[src/rtl/t02_pkg.sv]
// Shared types and constants for the t02 memory arbiter: FSM encoding,
// abort data pattern and the round-robin pointer advance rule.
package t02_pkg;

   typedef enum logic [2:0] {
      ARB_IDLE,
      ARB_ISSUE,
      ARB_SETTLE,
      ARB_WAIT,
      ARB_DONE
   } arb_state_t;

   localparam logic [31:0] ARB_ERR_DATA = 32'hDEAD_BEEF;
   localparam int          ARB_CNT_W    = 8;

   // Port 0 never takes part in round-robin, so the wrap goes back to 1.
   function automatic logic [1:0] rr_next(input logic [1:0] idx, input int n_ports);
      if (int'(idx) >= n_ports - 1) begin
         return 2'd1;
      end
      return idx + 2'd1;
   endfunction

endpackage

[src/rtl/t02_rr_picker.sv]
// Combinational round-robin select over the shared ports 1..N_PORTS-1,
// searching upward from ptr and wrapping from N_PORTS-1 back to 1.
module t02_rr_picker #(
   parameter int N_PORTS = 3
) (
   input  logic [N_PORTS-1:1] req,
   input  logic [1:0]         ptr,
   output logic [N_PORTS-1:0] gnt_onehot,
   output logic [1:0]         gnt_idx,
   output logic               gnt_valid
);

   always_comb begin
      int cand;
      cand       = 0;
      gnt_onehot = '0;
      gnt_idx    = '0;
      gnt_valid  = 1'b0;
      for (int k = 0; k < N_PORTS - 1; k++) begin
         cand = int'(ptr) + k;
         if (cand >= N_PORTS) begin
            cand = cand - (N_PORTS - 1);
         end
         for (int p = 1; p < N_PORTS; p++) begin
            if (!gnt_valid && req[p] && cand == p) begin
               gnt_valid     = 1'b1;
               gnt_idx       = 2'(p);
               gnt_onehot[p] = 1'b1;
            end
         end
      end
   end

endmodule

[src/rtl/t02_mem_arbiter.sv]
// Shares one external RAM/wishbone port between requesters: port 0 has strict
// priority, the remaining ports are served round-robin, one transaction at a time.
module t02_mem_arbiter
   import t02_pkg::*;
#(
   parameter int N_PORTS = 3,
   parameter int TIMEOUT = 255
) (
   input  logic                   clk,
   input  logic                   nrst,
   input  logic [N_PORTS-1:0]     m_req,
   input  logic [N_PORTS-1:0]     m_we,
   input  logic [N_PORTS*32-1:0]  m_addr,
   input  logic [N_PORTS*32-1:0]  m_wdata,
   input  logic [N_PORTS*4-1:0]   m_sel,
   output logic [N_PORTS-1:0]     m_done,
   output logic [31:0]            m_rdata,
   output logic                   bus_ren,
   output logic                   bus_wen,
   output logic [31:0]            bus_addr,
   output logic [31:0]            bus_wdata,
   output logic [3:0]             bus_sel,
   input  logic [31:0]            bus_rdata,
   input  logic                   busy_o,
   output logic [1:0]             gnt_id,
   output logic                   timeout_err
);

   localparam logic [ARB_CNT_W-1:0] WAIT_LAST = ARB_CNT_W'(TIMEOUT - 1);

   arb_state_t            state;
   logic                  we_q;
   logic [N_PORTS-1:0]    gnt_vec;
   logic [1:0]            rr_ptr;
   logic [ARB_CNT_W-1:0]  wait_cnt;

   logic [N_PORTS-1:0]    rr_vec;
   logic [1:0]            rr_idx;
   logic                  rr_valid;

   logic [N_PORTS-1:0]    pick_vec;
   logic [1:0]            pick_idx;
   logic                  pick_we;
   logic [31:0]           pick_addr;
   logic [31:0]           pick_wdata;
   logic [3:0]            pick_sel;

   t02_rr_picker #(.N_PORTS(N_PORTS)) u_rr_picker (
      .req        (m_req[N_PORTS-1:1]),
      .ptr        (rr_ptr),
      .gnt_onehot (rr_vec),
      .gnt_idx    (rr_idx),
      .gnt_valid  (rr_valid)
   );

   // Priority port overrides the round-robin choice; operands of the winner are muxed out.
   always_comb begin
      pick_vec   = '0;
      pick_idx   = '0;
      pick_we    = 1'b0;
      pick_addr  = '0;
      pick_wdata = '0;
      pick_sel   = '0;
      if (m_req[0]) begin
         pick_vec[0] = 1'b1;
         pick_idx    = 2'd0;
      end else if (rr_valid) begin
         pick_vec = rr_vec;
         pick_idx = rr_idx;
      end
      for (int p = 0; p < N_PORTS; p++) begin
         if (pick_idx == 2'(p)) begin
            pick_we    = m_we[p];
            pick_addr  = m_addr[32*p +: 32];
            pick_wdata = m_wdata[32*p +: 32];
            pick_sel   = m_sel[4*p +: 4];
         end
      end
   end

   // Strobes and done are state decodes so an async reset drops them immediately.
   assign bus_ren = (state == ARB_ISSUE) && !we_q;
   assign bus_wen = (state == ARB_ISSUE) && we_q;
   assign m_done  = (state == ARB_DONE) ? gnt_vec : '0;

   always_ff @(posedge clk or negedge nrst) begin
      if (!nrst) begin
         state       <= ARB_IDLE;
         we_q        <= 1'b0;
         gnt_vec     <= '0;
         gnt_id      <= '0;
         rr_ptr      <= 2'd1;
         wait_cnt    <= '0;
         bus_addr    <= '0;
         bus_wdata   <= '0;
         bus_sel     <= '0;
         m_rdata     <= '0;
         timeout_err <= 1'b0;
      end else begin
         case (state)
            ARB_IDLE: begin
               if (|m_req) begin
                  gnt_vec   <= pick_vec;
                  gnt_id    <= pick_idx;
                  we_q      <= pick_we;
                  bus_addr  <= pick_addr;
                  bus_wdata <= pick_wdata;
                  bus_sel   <= pick_sel;
                  state     <= ARB_ISSUE;
               end
            end
            ARB_ISSUE: begin
               state <= ARB_SETTLE;
            end
            ARB_SETTLE: begin
               wait_cnt <= '0;
               state    <= ARB_WAIT;
            end
            // A normal finish on the last allowed cycle wins over the abort.
            ARB_WAIT: begin
               if (!busy_o) begin
                  if (!we_q) begin
                     m_rdata <= bus_rdata;
                  end
                  state <= ARB_DONE;
               end else if (wait_cnt == WAIT_LAST) begin
                  timeout_err <= 1'b1;
                  m_rdata     <= ARB_ERR_DATA;
                  state       <= ARB_DONE;
               end else begin
                  wait_cnt <= wait_cnt + 1'b1;
               end
            end
            ARB_DONE: begin
               if (gnt_id != 2'd0) begin
                  rr_ptr <= rr_next(gnt_id, N_PORTS);
               end
               state <= ARB_IDLE;
            end
            default: begin
               state <= ARB_IDLE;
            end
         endcase
      end
   end

endmodule

[config.mk]
export PLATFORM = sky130hd
export DESIGN_NAME = t02_mem_arbiter
export DESIGN_NICKNAME = d
export VERILOG_FILES = /design/src/rtl/t02_pkg.sv /design/src/rtl/t02_rr_picker.sv /design/src/rtl/t02_mem_arbiter.sv
export SDC_FILE = /design/constraint.sdc
export NUM_CORES = 1
export LEC_CHECK = 0
export ABC_AREA = 1
export BUFFER_PORTS_ARGS = -buffer_cell sky130_fd_sc_hd__buf_4
export CAP_MARGIN = 30
export CORE_MARGIN = 3
export CORE_UTILIZATION = 35
export DETAILED_ROUTE_END_ITERATION = 8
export GPL_TIMING_DRIVEN = 1
export SLEW_MARGIN = 20
export SYNTH_ARGS = -nofsm -noshare
export SYNTH_HDL_FRONTEND = slang
export SYNTH_SLANG_ARGS = --single-unit
[constraint.sdc]
create_clock -name clk -period 6.05 [get_ports clk]
set_input_delay 0.3025 -clock clk [delete_from_list [all_inputs] [get_ports clk]]
set_output_delay 0.3025 -clock clk [all_outputs]
set_load 0.03 [all_outputs]
==> run metrics <==
status=finished, final reports clean; Worst slew margin=0.392; Mean Syn Cell Area=7.33 um2; MaxCap Viol Count=0; setup TNS=0 ns; area post-placement=9930 um2; CTS tree=built; P_leak=5.90 nW; syn nets=1231; Die X=149 um; cell count after synthesis=979; Initial Util=0.363; Die Ht=149 um; Critical Path Sink Type=register; initial antenna violation count=0; Clock Skew=0.0126 ns; first-pass GRT wire length=37500 um; Max Clk Rate=0.301 GHz; CTS Sinks=120; mapped cell area=7180 um2; WP data arrival=3.68 ns; DRC=0; num rows=51; worst min-delay path category=input port to register; R2R Path Start=rr_ptr[0]; Worst R2R Setup Slack=2.73 ns; #FFs+latches synth=120; initial DRC count=359; TritonCTS Buffers=17; # IOs=353; DIE AREA=22300 um2; RSZ-0062 raised after global routing=false; vias per cell=4.57; # Post-CTS Setup Buffers=0; Post-DP HPWL=17500 um; Setup violations, final=0; Post-Route WL=24300 um; worst slew pin tran=0.912 ns; Critical R2R Capture=bus_wdata[4]; GRT overflow=0; fin crit share=0.549; post-layout min period=3.32 ns; maximum level of the CTS H-tree=4; share of cells above drive strength 1=0.318; Ant. Diodes=0; number of warnings issued by yosys=0; Pre-antenna DRT Iters=5; cells on worst reg2reg path=12; final instance area=10600 um2; PwrDens=497 nW/um2; clock slew at reported path FFs=0.06 ns; critical path launch point type=register; WS Path Type=register to register; clk buf depth=2; WP data required=6.40 ns; Port Buffers=352; Layout area overhead=47.4%; routability cong.=0.811; post-cts gate resize count=0; post-synthesis sequential area ratio=0.418; max-slew violation count=0; Nets=1554; Worst Setup SP=rr_ptr[0]; vias in the first global route=7025; largest net degree at the start of global routing=91; Crit Path Max Fanout=71; Routed Antenna Nets=0; Total GRT Usage=0.214; Clock Latency Late Sink=0.42 ns; WL/cell=15.4 um; Clock Tree Root=clkbuf_16; Synth cell types=37; Critical path destination=bus_wdata[4]; Core ar.=19800 um2; vias=7219; final hold violation count=0; Peak supply drop=312 uV
## synthesized netlist by cell type (all sizes together)
| cell type | n | area share |
|---|---|---|
| nand2 | 406 | 0.21 |
| inv | 167 | 0.087 |
| dfrtp | 119 | 0.41 |
| nand3b | 69 | 0.072 |
| o211ai | 68 | 0.077 |
| buf | 45 | 0.036 |
| o22a | 23 | 0.028 |
| nor2 | 17 | 0.013 |
| o21ai | 14 | 0.0098 |
| nand3 | 12 | 0.0084 |
| clkbuf | 11 | 0.0058 |
| ha | 7 | 0.012 |
| nor3 | 4 | 0.0028 |
| a21oi | 3 | 0.0026 |
| nand4 | 2 | 0.0017 |
| o21bai | 2 | 0.0021 |
| xor2 | 2 | 0.0024 |
| a21boi | 1 | 0.0010 |
| a22oi | 1 | 0.0010 |
| a31oi | 1 | 0.00087 |
| clkinv | 1 | 0.00052 |
| dfstp | 1 | 0.0037 |
| o31ai | 1 | 0.0010 |
| or2 | 1 | 0.00087 |
| xnor2 | 1 | 0.0012 |
## where the power goes
group | total, mW | switching [mW] | internal [mW]
logic | 2.76 | 1.77 | 0.990
registers | 1.39 | 0.218 | 1.17
clock network | 1.11 | 0.411 | 0.700
total | 5.26 | 2.40 | 2.86
## cell families after synthesis
family          share of synthesized area
fa+ha+maj                          0.0122
compound gates                      0.124
simple gates                        0.312
xor+xnor                          0.00366
buf+inv                             0.129
flops                               0.418
## area by class of cell
class                           instances  area [um2]
Multi-Input combinational cell        635        3270
Fill cell                            1980        9200
Timing Repair Buffer                  360        2710
Clock buffer                           17         425
Inverter                              168         631
Tap cell                              265         332
Clock inverter                         15         215
Sequential cell                       120        3000
## cells in the final DEF, fill, tap and decap left out, drive strengths merged, types with 2 or more instances in the layout
cell type  netlist  final
nand2          406    406
buf             45    359
inv            167    172
dfrtp          119    119
nand3b          69     69
o211ai          68     68
o22a            23     23
clkbuf          11     17
nor2            17     17
o21ai           14     14
nand3           12     12
ha               7      7
clkinv           1      7
nor3             4      4
bufinv           0      4
a21oi            3      3
nand4            2      2
xor2             2      2
o21bai           2      2
## repair_timing
item	4_1_cts	5_1_grt
hold buffers	1	0
hold endpoints to repair	51	0
endpoints found under the setup margin	0	0
## worst min path at each step
stage	to	slack, ns	cells after the start	from
global route	m_rdata[20]	0.09	3	bus_rdata[20]
global placement	bus_wdata[21]	0.40	1	nrst
detailed placement	bus_wdata[21]	0.40	1	nrst
finish	m_rdata[20]	0.09	3	bus_rdata[20]
CTS	m_rdata[20]	0.07	3	bus_rdata[20]
floorplan	bus_addr[0]	0.007	0	nrst
## stage by stage
step | setup WS [ns] | total power, mW | hold WS, ns | cells | utilization
floorplan | 4.08 | 3.19 | 0.00691 | 979 | -
CTS | 2.68 | 5.32 | 0.0745 | 1580 | 0.535
global route | 2.42 | 5.66 | 0.0881 | 1580 | 0.535
detailed placement | 2.69 | 4.19 | 0.397 | 1547 | 0.502
global placement | 2.74 | 4.17 | 0.402 | 1547 | 0.502
finish | 2.73 | 5.26 | 0.0909 | 1580 | 0.535
## metal layers
metal	track usage	vias up	share of wire
met5	0	-	0
met4	0.0673	0	0.023
met3	0.0672	38	0.087
met2	0.353	281	0.48
met1	0.268	3204	0.41
li1	-	3696	-
## registers in the layout, summed over array words and instances (netlist names)
name,cells
wait_cnt,8
state,3
bus_sel,4
timeout_err,1
m_rdata,32
bus_addr,32
gnt_vec,3
bus_wdata,32
rr_ptr,2
we_q,1
gnt_id,2
## critical path: stages, from the launching register on
cell      delay [ns]
dfstp_2         0.59
inv_1           0.09
ha_1            0.31
inv_1           0.06
nand2_1         0.04
nand2_1         0.05
nand3_1         0.11
o21bai_4        0.12
buf_4           0.63
nand2_4         0.69
o211ai_1        0.32
nand2_1         0.09
nand2_1         0.06
No activity file was read; power rests on OpenSTA's default activity.
